$ cat config.mk
export PLATFORM = sky130hd
export DESIGN_NAME = core_job_scheduler
export DESIGN_NICKNAME = d
export VERILOG_FILES = /design/src/rtl/core_sched_pkg.sv /design/src/rtl/core_job_scheduler_rr_arbiter.sv /design/src/rtl/core_job_scheduler.sv
export SDC_FILE = /design/constraint.sdc
export NUM_CORES = 1
export LEC_CHECK = 0
export BUFFER_PORTS_ARGS = -buffer_cell sky130_fd_sc_hd__buf_4
export CAP_MARGIN = 5
export CORE_MARGIN = 4
export CORE_UTILIZATION = 28
export CTS_BUF_LIST = sky130_fd_sc_hd__clkbuf_16
export DETAILED_ROUTE_END_ITERATION = 10
export GPL_TIMING_DRIVEN = 0
export PLACE_DENSITY = 0.53
export SYNTH_ARGS = -nofsm -noshare
export SYNTH_HDL_FRONTEND = slang
export SYNTH_SLANG_ARGS = --single-unit
$ cat constraint.sdc
create_clock -name clk -period 2.4 [get_ports clk]
set_input_delay 0.24 -clock clk [delete_from_list [all_inputs] [get_ports clk]]
set_output_delay 0.24 -clock clk [all_outputs]
set_load 0.02 [all_outputs]
$ cat src/rtl/core_sched_pkg.sv
`default_nettype none
// ============================================================================
// Module      : core_sched_pkg
// Description : Shared types and widths for the compute-core job scheduler.
// Revision    : 1.0 - initial release
// ============================================================================
package core_sched_pkg;

    localparam int CORE_IN_W  = 16;
    localparam int CORE_OUT_W = 32;

    typedef enum logic [2:0] {
        IDLE      = 3'd0,
        GRANT     = 3'd1,
        LAUNCH    = 3'd2,
        WAIT_BUSY = 3'd3,
        RUN       = 3'd4,
        RESP      = 3'd5
    } sched_state_t;

endpackage
`default_nettype wire

$ cat src/rtl/core_job_scheduler_rr_arbiter.sv
`default_nettype none
// ============================================================================
// Module      : rr_arbiter
// Description : Combinational round-robin pick: the first asserted request
//               at or after the pointer, wrapping, as one-hot and as index.
// Revision    : 1.0 - initial release
// ============================================================================
module rr_arbiter #(
    parameter int N_REQ = 2,
    parameter int IDW   = 1
) (
    input  logic [N_REQ-1:0] i_req,
    input  logic [IDW-1:0]   i_ptr,
    output logic [N_REQ-1:0] o_gnt,
    output logic [IDW-1:0]   o_idx,
    output logic             o_any
);

    // Scan from the pointer upward; the first hit wins and masks later ones.
    always_comb begin
        o_gnt = '0;
        o_idx = '0;
        o_any = 1'b0;
        for (int k = 0; k < N_REQ; k++) begin
            if (!o_any && i_req[(int'(i_ptr) + k) % N_REQ]) begin
                o_any                               = 1'b1;
                o_gnt[(int'(i_ptr) + k) % N_REQ]    = 1'b1;
                o_idx                               = IDW'((int'(i_ptr) + k) % N_REQ);
            end
        end
    end

endmodule
`default_nettype wire

$ cat src/rtl/core_job_scheduler.sv
`default_nettype none
// ============================================================================
// Module      : core_job_scheduler
// Description : Shares one start/busy compute core among N_REQ requesters.
//               Round-robin grant, single-cycle start pulse, held operand,
//               result capture with busy/start timeouts, response handshake.
// Revision    : 1.0 - initial release
// ============================================================================
module core_job_scheduler
    import core_sched_pkg::*;
#(
    parameter int N_REQ      = 2,
    parameter int IDW        = 1,
    parameter int START_WAIT = 4,
    parameter int RUN_TO     = 4096
) (
    input  logic                       clk,
    input  logic                       rst_n,
    input  logic [N_REQ-1:0]           req_valid,
    input  logic [CORE_IN_W*N_REQ-1:0] req_data,
    output logic [N_REQ-1:0]           req_ready,
    output logic                       rsp_valid,
    input  logic                       rsp_ready,
    output logic [IDW-1:0]             rsp_id,
    output logic [CORE_OUT_W-1:0]      rsp_data,
    output logic                       rsp_err,
    output logic                       core_st,
    output logic [CORE_IN_W-1:0]       core_in,
    input  logic                       core_busy,
    input  logic [CORE_OUT_W-1:0]      core_out,
    output logic                       active
);

    localparam int                c_cnt_w      = $clog2(RUN_TO + 1);
    localparam logic [c_cnt_w-1:0] c_start_wait = c_cnt_w'(START_WAIT);
    localparam logic [c_cnt_w-1:0] c_run_to     = c_cnt_w'(RUN_TO);

    sched_state_t            r_state;
    logic [IDW-1:0]          r_ptr;
    logic [c_cnt_w-1:0]      r_cnt;
    logic [CORE_IN_W-1:0]    r_core_in;
    logic                    r_core_st;
    logic                    r_rsp_valid;
    logic [IDW-1:0]          r_rsp_id;
    logic [CORE_OUT_W-1:0]   r_rsp_data;
    logic                    r_rsp_err;
    logic                    r_active;

    logic [N_REQ-1:0]        w_gnt;
    logic [IDW-1:0]          w_idx;
    logic                    w_any;
    logic [IDW-1:0]          w_ptr_next;
    logic [c_cnt_w-1:0]      w_cnt_inc;

    rr_arbiter #(
        .N_REQ (N_REQ),
        .IDW   (IDW)
    ) u_arb (
        .i_req (req_valid),
        .i_ptr (r_ptr),
        .o_gnt (w_gnt),
        .o_idx (w_idx),
        .o_any (w_any)
    );

    // Pointer moves one past the winner so the winner goes to the back of the line.
    assign w_ptr_next = (int'(w_idx) == N_REQ - 1) ? '0 : w_idx + 1'b1;
    // Saturating counter step shared by the start-wait and run-timeout phases.
    assign w_cnt_inc  = (r_cnt == '1) ? r_cnt : r_cnt + 1'b1;

    // Ready is the live arbiter pick, offered only during the grant cycle.
    assign req_ready = (r_state == GRANT) ? w_gnt : '0;
    assign rsp_valid = r_rsp_valid;
    assign rsp_id    = r_rsp_id;
    assign rsp_data  = r_rsp_data;
    assign rsp_err   = r_rsp_err;
    assign core_st   = r_core_st;
    assign core_in   = r_core_in;
    assign active    = r_active;

    // Job sequencer: grant, launch, wait for busy, run, hold the response.
    always_ff @(posedge clk or negedge rst_n) begin
        if (!rst_n) begin
            r_state     <= IDLE;
            r_ptr       <= '0;
            r_cnt       <= '0;
            r_core_in   <= '0;
            r_core_st   <= 1'b0;
            r_rsp_valid <= 1'b0;
            r_rsp_id    <= '0;
            r_rsp_data  <= '0;
            r_rsp_err   <= 1'b0;
            r_active    <= 1'b0;
        end else begin
            r_core_st <= 1'b0;
            case (r_state)
                IDLE: begin
                    // Never start the core while it is still busy with an abandoned job.
                    if (|req_valid && !core_busy) begin
                        r_state  <= GRANT;
                        r_active <= 1'b1;
                    end
                end
                GRANT: begin
                    if (w_any) begin
                        r_core_in <= req_data[CORE_IN_W*w_idx +: CORE_IN_W];
                        r_rsp_id  <= w_idx;
                        r_ptr     <= w_ptr_next;
                        r_core_st <= 1'b1;
                        r_state   <= LAUNCH;
                    end else begin
                        r_state  <= IDLE;
                        r_active <= 1'b0;
                    end
                end
                LAUNCH: begin
                    r_cnt   <= '0;
                    r_state <= WAIT_BUSY;
                end
                WAIT_BUSY: begin
                    if (core_busy) begin
                        r_cnt   <= '0;
                        r_state <= RUN;
                    end else if (r_cnt >= c_start_wait) begin
                        // Busy never rose: the core finished within the start window.
                        r_rsp_data  <= core_out;
                        r_rsp_err   <= 1'b0;
                        r_rsp_valid <= 1'b1;
                        r_state     <= RESP;
                    end else begin
                        r_cnt <= w_cnt_inc;
                    end
                end
                RUN: begin
                    if (!core_busy) begin
                        r_rsp_data  <= core_out;
                        r_rsp_err   <= 1'b0;
                        r_rsp_valid <= 1'b1;
                        r_state     <= RESP;
                    end else if (r_cnt >= c_run_to) begin
                        r_rsp_data  <= '0;
                        r_rsp_err   <= 1'b1;
                        r_rsp_valid <= 1'b1;
                        r_state     <= RESP;
                    end else begin
                        r_cnt <= w_cnt_inc;
                    end
                end
                RESP: begin
                    if (rsp_ready) begin
                        r_rsp_valid <= 1'b0;
                        r_active    <= 1'b0;
                        r_state     <= IDLE;
                    end
                end
                default: begin
                    r_state  <= IDLE;
                    r_active <= 1'b0;
                end
            endcase
        end
    end

endmodule
`default_nettype wire

* Word level (Yosys, flattened, before mapping)
Cells that the tools add are included.
** Word-level totals
- Bits in registers :: 70
- Input bits :: 70
- Output and inout port bits :: 55
- Logic and storage cells :: 108
** Operators by class
- $add $sub $neg :: 3
- $lt $le $gt $ge :: 6
- Equal/unequal tests :: 16
- Shift operators :: 1
- Muxes and demuxes :: 51
- Bitwise gates (word level) :: 3
- Reduce and logical (&&, ||, !) cells :: 18
** Operators by type and width (count)
- 2-to-1 mux 32 bit :: 4
- 2-to-1 mux 13 bit :: 5
- case mux 32 bit (2 select lines) :: 1
- case mux 13 bit (3 select lines) :: 1
- variable part select 32 x 6 -> 16 bit :: 1
- 2-to-1 mux 1 bit :: 24
- 2-to-1 mux 3 bit :: 6
- case mux 3 bit (6 select lines) :: 1
- AND reduction 4 bit :: 4
- inequality test 2 bit, second input constant :: 7
- adder 13 x 1 -> 13 bit, second input constant :: 1
- equality test 13 bit, second input constant :: 1
- >= comparator 13 bit, second input constant :: 1
- >= comparator 13 x 3 -> 1 bit, second input constant :: 1
- inequality test 3 bit, second input constant :: 3
- 2-to-1 mux 2 bit :: 4
- equality test 3 x 2 -> 1 bit, second input constant :: 2
- equality test 3 bit, second input constant :: 2
- nonzero test 3 bit :: 2
- AND reduction 5 bit :: 1
- logical AND 1 bit :: 4
- case mux 1 bit (4 select lines) :: 1
- equality test 3 x 1 -> 1 bit, second input constant :: 1
- logical NOT 3 bit :: 1
- 16 further kinds :: 19

* Depth between registers and ports, before layout
Gate-level depths: netlist of the first run.
- Word-level depth :: 9
- Depth in mapped cells :: 7
- Depth with buffers taken out :: 5

* Cells and area by module
From an unflattened synthesis of the first run, not the netlist that was laid out.
** Second synthesis, totals
- Cells, all modules :: 304
- Area, all modules :: 3362.0 sq um
** By module, submodules not included
- core_job_scheduler :: instances 1, cells an instance 299, area each 3329.4 sq um, sequential area each 1751.7 sq um
- rr_arbiter :: instances 1, cells an instance 5, area each 32.5 sq um, sequential area each 0.0 sq um

* Least setup slack after synthesis of the first run
OpenSTA, ideal clock, no wires.
- Path kind :: register to output
- Start point :: reg r_state[1]
- End point :: out req_ready[0]
- Data arrival time :: 1.436 ns
- Required time :: 2.160 ns
- Path slack :: 0.724 ns
- Stages on the path, launching flop included :: 5
- Path buffers :: 2
- Path through :: dfrtp_1 -> buf_2 -> or3b_2 -> a211oi_4 -> buf_6
** Between the ends
- Word-level cells in the longest chain between the ends :: 2
** RTL lines
- start: declaration :: line core_job_scheduler.sv:38 : sched_state_t r_state;
- start signal: assignment :: line core_job_scheduler.sv:84 : r_state <= IDLE;
- start signal: assignment :: line core_job_scheduler.sv:100 : r_state <= GRANT;
- start signal: assignment :: line core_job_scheduler.sv:110 : r_state <= LAUNCH;
- equality test 3 x 1 -> 1 bit :: line core_job_scheduler.sv:72 : assign req_ready = (r_state == GRANT) ? w_gnt : '0;
- 2-to-1 mux 2 bit :: line core_job_scheduler.sv:72
- end: declaration :: line core_job_scheduler.sv:21 : output logic [N_REQ-1:0] req_ready,
No other way between the ends.

* Worst setup path in the final report of the first run
Ends and elaborated chain as after synthesis.

==> run_results.csv, run 1 <==
group,metric,value,unit
status,status,"complete, no violations",
placement,port_buffers,124,
cts,numCtsBuffers,9,
global_routing,grt_max_degree,71,
final_layout,antenna_cells,0,
detailed_routing,wire_per_inst,13.4,um
critical_path,crit_fanout,10,
detailed_routing,route.antenna.remaining_nets,0,
global_routing,grt_pass1_vias,3031,
global_routing,grtUsageTotal,12.6,%
cts,cts_resized,0,
floorplanning,rows,40,
final_layout,area_growth_syn_to_layout,40.8,%
cts,cts_tree,"done",
synthesis,synthFlopType,"dfrtp_1",
timing,fmax,0.442,GHz
cts,cts.clk_slew.worst_paths,60,ps
final_layout,layout.nets,564,
timing,maxSlewViolCount,0,
critical_path,critPathRequiredTime,2160,ps
synthesis,ys_seq_area_share,49.5,%
timing,tightest_slew,903,ps
pwr,leakage,2.52,nW
cts,hold_buffers,0,
synthesis,ys_async_sr_fraction,100,%
critical_path,arrival,2020,ps
synthesis,syn_inst,357,
synthesis,synth_edf_count,0,
critical_path,crit_start,"r_state[1]$_DFFE_PN0P_",
placement,hpwl,6570,um
floorplanning,start_util,29.0,%
synthesis,yosysUniqueCellTypes,47,
cts,clk_path_buf_depth,2,
pwr,max-vdd-ir-drop,0.000411,V
floorplanning,core,0.0122,mm^2
flow_run,cap_viol_max_count,0,
global_routing,antenna_found_initial,0,
floorplanning,die_area,0.0145,mm^2
critical_path,crit_path_end_kind,"output port",
synthesis,synth_warnings,0,
final_layout,stdcell_count,664,
synthesis,synth_nets,429,
cts,h-tree-depth,3,
timing,rsz0062_at_grt,"no",
synthesis,synth_seq_cells,70,
synthesis,avgSynthCellArea,9.91,um^2
placement,place.gp.congestion,0.747,
critical_path,crit-reg2reg-launch,"r_state[1]$_DFFE_PN0P_",
detailed_routing,routed_via_density,4.42,
timing,finalClockSkew,6.90,ps
detailed_routing,vias,2936,
timing,hold_viol,0,
pwr,power_density,1230,mW/mm^2
detailed_routing,drt-pass1-iter-count,4,
timing,fin_crit,2260,ps
cts,clk_latency,330,ps
critical_path,cp-start-kind,"flop",
timing,tns,0,ps
floorplanning,boundaryPins,125,
timing,fin_crit_sh,94.4,%
global_routing,grt-ovfl-total,0,
critical_path,path_class,"flop to output port",
cts,clock-sinks,70,
placement,dp_cells,649,
final_layout,layout-drive-gt1-share,32.1,%
worst_hold_path,min_path_type,"input pin to async pin",
detailed_routing,wirelength,8890,um
cts,clock-root-buffer,"clkbuf_16",
timing,setup_viol,0,
cts,cts_setup_buffers,0,
floorplanning,die_w,120,um
final_layout,layout_commonest_cell,"buf_4",
final_layout,most-common-layout-cells,"125 x buf_4, 81 x nand2_1, 70 x dfrtp_1",
detailed_routing,drc,0,
floorplanning,dieHeight,120,um
synthesis,syn_area,0.00354,mm^2
detailed_routing,drtIter0Drc,119,
timing,slew_headroom,39.8,%
global_routing,grt_first_pass_wirelength,14800,um
[power by group]
part	internal, mW	switching (mW)	total (mW)
combinational	1.19	1.60	2.80
clock	0.892	0.477	1.37
sequential	1.67	0.298	1.97
total	3.76	2.38	6.14
[stage by stage]
stage               total power, mW  hold WS (ps)  instance area, um^2  util (%)  setup WS [ps]
global placement               4.79           448                 4680      38.3            478
global route                   6.61           122                 4980      40.8           40.6
floorplan                      3.67         -55.6                 3540         -            724
finish                         6.14          51.0                 4980      40.8            136
detailed placement             4.84           454                 4680      38.3            474
CTS                            6.26          95.4                 4980      40.8            113
[registers in the layout, indices dropped and copies added, names as in the netlist]
register and flops:
r_cnt 13, rsp_id 1, core_in 16, core_st 1, rsp_err 1, rsp_valid 1, r_ptr 1, r_state 3
active 1, rsp_data 32
[worst max-delay path, cell delays in order, from the launching register on]
cell and delay (ps):
dfrtp_1 400, buf_2 190, or3b_2 490, a211oi_4 280
buf_6 190, buf_4 140
[cells by family (layout without fill, tap and decap cells)]
| family | count (synthesis) | in the layout | share of synthesized area [%] |
|---|---|---|---|
| flip-flops | 70 | 70 | 49.5 |
| AND/OR/NAND/NOR | 124 | 124 | 17.2 |
| adder cells (fa/ha/maj) | 2 | 2 | 0.707 |
| multiplexers | 47 | 47 | 13.3 |
| AO/OA/AOI/OAI | 56 | 56 | 11.6 |
| buffers and inverters | 58 | 197 | 7.71 |
[path summary, 6_finish.rpt]
path	to	slack, ps	depth (start not counted)
max in group asynchronous	r_cnt[11]$_DFFE_PN0P_	1780	1
worst min register to register	core_in[10]$_DFFE_PN0P_	470	2
worst max register to register	r_cnt[9]$_DFFE_PN0P_	480	7
worst min-delay path	r_cnt[1]$_DFFE_PN0P_	50	1
worst max-delay path	req_ready[0]	140	5
min in group clk	core_in[14]$_DFFE_PN0P_	130	3
[cells in the mapped netlist (3+ instances only)]
cell type	instances	area [um^2]
clkbuf_1	5	18.8
dfrtp_1	70	1750
buf_2	5	25.0
a211oi_1	8	60.1
a21o_1	3	22.5
nand2b_1	12	75.1
nand3_1	8	40.0
a21oi_1	4	20.0
mux2i_1	47	470
buf_6	6	67.6
inv_1	40	150
nor2_1	4	15.0
a22oi_1	12	90.1
nor3_1	3	15.0
nand2_1	81	304
o21ai_0	11	55.1
[final cells by class]
| class | instances | area, um^2 |
|---|---|---|
| well taps | 168 | 210 |
| inverters | 40 | 150 |
| multi-input cells | 229 | 1520 |
| clock inverters | 6 | 78.8 |
| fillers | 1252 | 7230 |
| clock buffers | 9 | 225 |
| flip-flops and latches | 70 | 1750 |
| repair buffers | 124 | 931 |
| plain buffers | 18 | 123 |
[per-layer routing]
| metal | vias up | GRT usage (%) | share of wire (%) |
|---|---|---|---|
| met4 | 0 | 4.67 | 1.7 |
| met1 | 1358 | 16.1 | 44 |
| met3 | 9 | 4.26 | 7.4 |
| met5 | - | 0 | 0 |
| met2 | 95 | 19.6 | 47 |
| li1 | 1474 | - | - |
No activity file was read; power rests on OpenSTA's default activity.
==> run 2: changes to the inputs <==
--- a/config.mk
+++ b/config.mk
@@ -7,12 +7,12 @@
 export LEC_CHECK = 0
 export BUFFER_PORTS_ARGS = -buffer_cell sky130_fd_sc_hd__buf_4
 export CAP_MARGIN = 5
-export CORE_MARGIN = 4
-export CORE_UTILIZATION = 28
+export CORE_MARGIN = 2
+export CORE_UTILIZATION = 37
 export CTS_BUF_LIST = sky130_fd_sc_hd__clkbuf_16
 export DETAILED_ROUTE_END_ITERATION = 10
 export GPL_TIMING_DRIVEN = 0
-export PLACE_DENSITY = 0.53
+export PLACE_DENSITY = 0.65
 export SYNTH_ARGS = -nofsm -noshare
 export SYNTH_HDL_FRONTEND = slang
 export SYNTH_SLANG_ARGS = --single-unit
==> run 2 against run 1 <==
- fmax barely moved
- cell area fell by 1.7%
- register-to-register slack barely moved
- critical path depth did not move
- final cell count fell by 5.7%
- core utilization rose by 12 points
- setup slack improved by 2.1 ps
- worst hold slack got worse by 17 ps
- routed wire length fell by 7.1%
- first-iteration DRC count fell by 8.4%
- sequential power barely moved
==> run_results.csv, run 2 (synthesis gave the netlist of run 1 again) <==
group,metric,value,unit
critical_path,crit_path_end_kind,"output port",
timing,setup_viol,0,
cts,cts.clk_slew.worst_paths,50,ps
final_layout,layout_commonest_cell,"buf_4",
cts,clock-root-buffer,"clkbuf_16",
detailed_routing,routed_via_density,4.76,
detailed_routing,drc,0,
global_routing,grt_max_degree,71,
critical_path,cp-start-kind,"flop",
cts,clk_latency,330,ps
timing,tns,0,ps
detailed_routing,vias,2980,
global_routing,grt_first_pass_wirelength,13200,um
worst_hold_path,min_path_type,"input pin to async pin",
cts,cts_setup_buffers,0,
critical_path,path_class,"flop to output port",
timing,slew_headroom,39.8,%
timing,rsz0062_at_grt,"no",
critical_path,crit_buf_inv,3,
pwr,power_density,1210,mW/mm^2
pwr,p_sw_share,39.8,%
timing,finalClockSkew,6.26,ps
pwr,pwr-share-comb,46.9,%
floorplanning,rows,35,
detailed_routing,wire_per_inst,13.2,um
floorplanning,boundaryPins,125,
pwr,p_sw,2.36,mW
critical_path,crit_fanout,10,
floorplanning,core,0.00924,mm^2
critical_path,arrival,2020,ps
placement,hpwl,6100,um
timing,hold_viol,0,
final_layout,fin_util,53.0,%
detailed_routing,drt-pass1-iter-count,4,
cts,cts_resized,0,
pwr,clkPwrFrac,19.8,%
status,status,"complete, no violations",
global_routing,grt-ovfl-total,0,
detailed_routing,drtIter0Drc,109,
placement,dp_cells,610,
cts,h-tree-depth,3,
detailed_routing,route.antenna.remaining_nets,0,
timing,tightest_slew,903,ps
cts,cts_tree,"done",
timing,hold_ws,34.1,ps
pwr,p_int,3.56,mW
placement,port_buffers,124,
critical_path,critPathTopFamily,"buffers and inverters",
floorplanning,dieHeight,102,um
floorplanning,start_util,38.3,%
pwr,pwr-share-seq,33.3,%
critical_path,crit_chain,"buf_2, or3b_2, a211oi_4, buf_6, buf_4",
final_layout,layout-drive-gt1-share,32.4,%
cts,hold_buffers,0,
pwr,total_power,5.91,mW
pwr,max-vdd-ir-drop,0.000519,V
timing,maxSlewViolCount,0,
detailed_routing,wirelength,8260,um
critical_path,slowest_stage,"or3b_2",
final_layout,most-common-layout-cells,"125 x buf_4, 81 x nand2_1, 70 x dfrtp_1",
cts,clock-sinks,70,
timing,fmax,0.442,GHz
final_layout,area_growth_syn_to_layout,38.4,%
pwr,leakage,2.50,nW
cts,clk_path_buf_depth,2,
flow_run,cap_viol_max_count,0,
timing,fin_crit_sh,94.3,%
global_routing,antenna_found_initial,0,
final_layout,layout.nets,564,
final_layout,largest_reg_flops,32,
cts,numCtsBuffers,9,
floorplanning,die_w,102,um
placement,place.gp.congestion,0.850,
final_layout,antenna_cells,0,
global_routing,grtUsageTotal,16.2,%
critical_path,max_stage_delay,480,ps
critical_path,critPathRequiredTime,2160,ps
timing,fin_crit,2260,ps
global_routing,grt_pass1_vias,2872,
floorplanning,die_area,0.0104,mm^2
final_layout,stdcell_count,626,
run 2: cell type report:
| type | instances | area [um^2] |
|---|---|---|
| inverter | 40 | 150 |
| multi-input combinational | 229 | 1520 |
| tap | 129 | 161 |
| fill | 868 | 4340 |
| clock inverter | 7 | 41.3 |
| sequential | 70 | 1750 |
| clock buffer | 9 | 225 |
| buffer | 18 | 123 |
| timing repair buffer | 124 | 931 |
run 2: metal layers:
layer / vias up / wire, um / track usage [%]
met1: 1398 / 3700 / 20.8
met5: - / 0 / 0
met4: 0 / 144 / 7.59
met3: 13 / 571 / 4.04
met2: 100 / 3850 / 25.7
li1: 1469 / - / -
run 2: path summary, 6_finish.rpt:
check | start | to | slack, ps | cells past startpoint
setup / recovery | r_state[1]$_DFFE_PN0P_ | req_ready[0] | 140 | 5
min in group clk | req_data[25] | core_in[9]$_DFFE_PN0P_ | 130 | 3
setup reg to reg | r_cnt[5]$_DFFE_PN0P_ | r_cnt[4]$_DFFE_PN0P_ | 470 | 5
hold reg to reg | core_in[12]$_DFFE_PN0P_ | core_in[12]$_DFFE_PN0P_ | 470 | 2
hold / removal | rst_n | r_cnt[9]$_DFFE_PN0P_ | 30 | 1
max in group asynchronous | rst_n | r_cnt[7]$_DFFE_PN0P_ | 1770 | 1
run 2: power by group through the flow:
stage	Clock [mW]	Combinational [mW]	Sequential (mW)
3_5_place_dp	0	2.81	1.98
3_3_place_gp	0	2.75	1.97
5_1_grt	1.26	3.05	2.02
2_1_floorplan	0	1.20	2.48
4_1_cts	1.21	2.81	1.97
6_report	1.17	2.77	1.97
run 2: worst register-to-register path, cell delays in order, from the launching register on:
cell and delay, ps:
dfrtp_1 420, nor3_1 470, nand4_2 250, buf_6 200
a211oi_1 280, mux2i_1 220
run 2: through the flow:
step / setup WS (ps) / cell area (um^2)
floorplan: 724 / 3540
global placement: 490 / 4630
detailed placement: 476 / 4630
CTS: 124 / 4900
global route: 40.5 / 4900
finish: 138 / 4900
==> run 3: changes to the inputs <==
--- a/config.mk
+++ b/config.mk
@@ -5,7 +5,7 @@
 export SDC_FILE = /design/constraint.sdc
 export NUM_CORES = 1
 export LEC_CHECK = 0
-export BUFFER_PORTS_ARGS = -buffer_cell sky130_fd_sc_hd__buf_4
+export BUFFER_PORTS_ARGS = -buffer_cell sky130_fd_sc_hd__buf_2
 export CAP_MARGIN = 5
 export CORE_MARGIN = 2
 export CORE_UTILIZATION = 37
==> run 3 against run 2 <==
- sequential cell count stayed put
- routed wire length increased by 1.2%
- global-route usage grew 0.27 points
- cell area decreased by 4.4%
- via count up 1.0%
- clock skew fell by 1.2 ps
- non-clock buffer count increased by 3
- register-to-register slack worse by 30 ps
- worst hold slack improved by 100 ps
- setup slack improved by 15 ps
- critical endpoint unchanged
- largest cell class unchanged
==> run_results.csv, run 3 (synthesis gave the netlist of run 1 again) <==
group,metric,value,unit
cts,cts_tree,"done",
pwr,p_sw,2.37,mW
global_routing,grt-ovfl-total,0,
critical_path,critPathRequiredTime,2160,ps
pwr,pwr-share-comb,43.1,%
final_layout,antenna_cells,0,
pwr,p_int,3.52,mW
critical_path,path_class,"flop to output port",
detailed_routing,wl_met3,516,um
timing,setup_viol,0,
critical_path,crit_fanout,10,
detailed_routing,wirelength,8370,um
detailed_routing,drt-pass1-iter-count,4,
cts,numCtsBuffers,9,
timing,fin_crit_sh,93.6,%
pwr,pwr-share-seq,33.1,%
detailed_routing,topRoutingLayerUsed,"met4",
cts,clk_latency,330,ps
final_layout,most-common-layout-cells,"128 x buf_2, 81 x nand2_1, 70 x dfrtp_1",
global_routing,grtUsageTotal,16.4,%
detailed_routing,wire_per_inst,13.3,um
global_routing,antenna_found_initial,0,
floorplanning,dieHeight,102,um
detailed_routing,routedLengthMet1,3730,um
final_layout,layout-drive-gt1-share,32.6,%
timing,slew_headroom,58.5,%
status,status,"complete, no violations",
pwr,leakage,2.44,nW
timing,tightest_slew,617,ps
global_routing,grt_max_degree,70,
cts,cts.clk_slew.worst_paths,60,ps
timing,tns,0,ps
detailed_routing,vias,3010,
final_layout,area_growth_syn_to_layout,32.3,%
timing,rsz0062_at_grt,"no",
critical_path,arrival,2010,ps
pwr,max-vdd-ir-drop,0.000627,V
placement,port_buffers,124,
placement,hpwl,6080,um
detailed_routing,drtIter0Drc,134,
final_layout,largest_reg_flops,32,
floorplanning,boundaryPins,125,
flow_run,cap_viol_max_count,0,
critical_path,crit_path_end_kind,"output port",
floorplanning,die_w,102,um
final_layout,layout_commonest_cell,"buf_2",
detailed_routing,drc,0,
critical_path,cp-start-kind,"flop",
timing,maxSlewViolCount,0,
floorplanning,core,0.00924,mm^2
detailed_routing,routed_via_density,4.79,
pwr,clkPwrFrac,23.8,%
final_layout,layout.nets,567,
floorplanning,die_area,0.0104,mm^2
cts,clock-root-buffer,"clkbuf_16",
floorplanning,rows,35,
timing,hold_viol,0,
cts,clk_path_buf_depth,2,
timing,finalClockSkew,5.02,ps
timing,fin_crit,2250,ps
timing,fmax,0.445,GHz
cts,h-tree-depth,3,
global_routing,grt_pass1_vias,2956,
detailed_routing,route.antenna.remaining_nets,0,
global_routing,grt_first_pass_wirelength,13500,um
pwr,p_sw_share,40.3,%
floorplanning,start_util,38.3,%
placement,dp_cells,611,
final_layout,stdcell_area,0.00468,mm^2
pwr,power_density,1260,mW/mm^2
worst_hold_path,min_path_type,"input pin to flop",
final_layout,stdcell_count,629,
detailed_routing,dr_wl_met2,4010,um
placement,place.gp.congestion,0.846,
placement,place_area,0.00435,mm^2
cts,clock-sinks,70,
run 3: layer usage:
layer,global-route usage (%),vias to the layer above
met5,0,-
met4,6.97,0
met3,3.69,8
met2,26.9,94
met1,21.1,1429
li1,-,1479
run 3: worst paths after layout:
| kind | slack (ps) | endpoint | from | cells after the start |
|---|---|---|---|---|
| worst max-delay path | 150 | req_ready[0] | r_state[1]$_DFFE_PN0P_ | 5 |
| worst min-delay path | 140 | core_in[3]$_DFFE_PN0P_ | req_data[19] | 3 |
| worst max register to register | 440 | r_cnt[3]$_DFFE_PN0P_ | r_cnt[12]$_DFFE_PN0P_ | 5 |
| worst min register to register | 460 | core_in[8]$_DFFE_PN0P_ | core_in[8]$_DFFE_PN0P_ | 2 |
| max in group asynchronous | 1630 | r_cnt[3]$_DFFE_PN0P_ | rst_n | 3 |
| min in group asynchronous | 240 | core_in[0]$_DFFE_PN0P_ | rst_n | 2 |
run 3: area by class of cell:
class,count,area [um^2]
clock inverters,7,88.8
flip-flops and latches,70,1750
plain buffers,18,123
repair buffers,127,668
well taps,129,161
multi-input cells,229,1520
inverters,40,150
clock buffers,9,225
fillers,885,4560
run 3: metrics by stage:
step	utilization, %	total power [mW]	worst slack [ps]	hold slack, ps
final	50.7	5.89	153	135
after floorplan	-	3.67	724	-55.6
after CTS	50.6	5.96	112	127
after detailed placement	47.1	4.53	468	42.7
after global placement	46.8	4.43	476	447
after global routing	50.7	6.31	48.1	141
run 3: power groups by stage:
stage               combinational, mW  clock, mW  sequential, mW
finish                           2.54       1.40            1.95
floorplan                        1.20          0            2.48
CTS                              2.57       1.44            1.95
detailed placement               2.56          0            1.97
global placement                 2.48          0            1.94
global route                     2.81       1.49            2.00
run 3: critical path, cell delays in order (launching register included):
cell	delay (ps)
dfrtp_1	400
buf_2	180
or3b_2	490
a211oi_4	260
buf_6	180
buf_2	170
run 3: repair_timing:
item | in CTS | in global routing
setup endpoints to repair | 0 | 1
hold endpoints to repair | 70 | 0
resized for setup | 0 | 0
hold buffers | 1 | 0
buffers inserted | 0 | 1
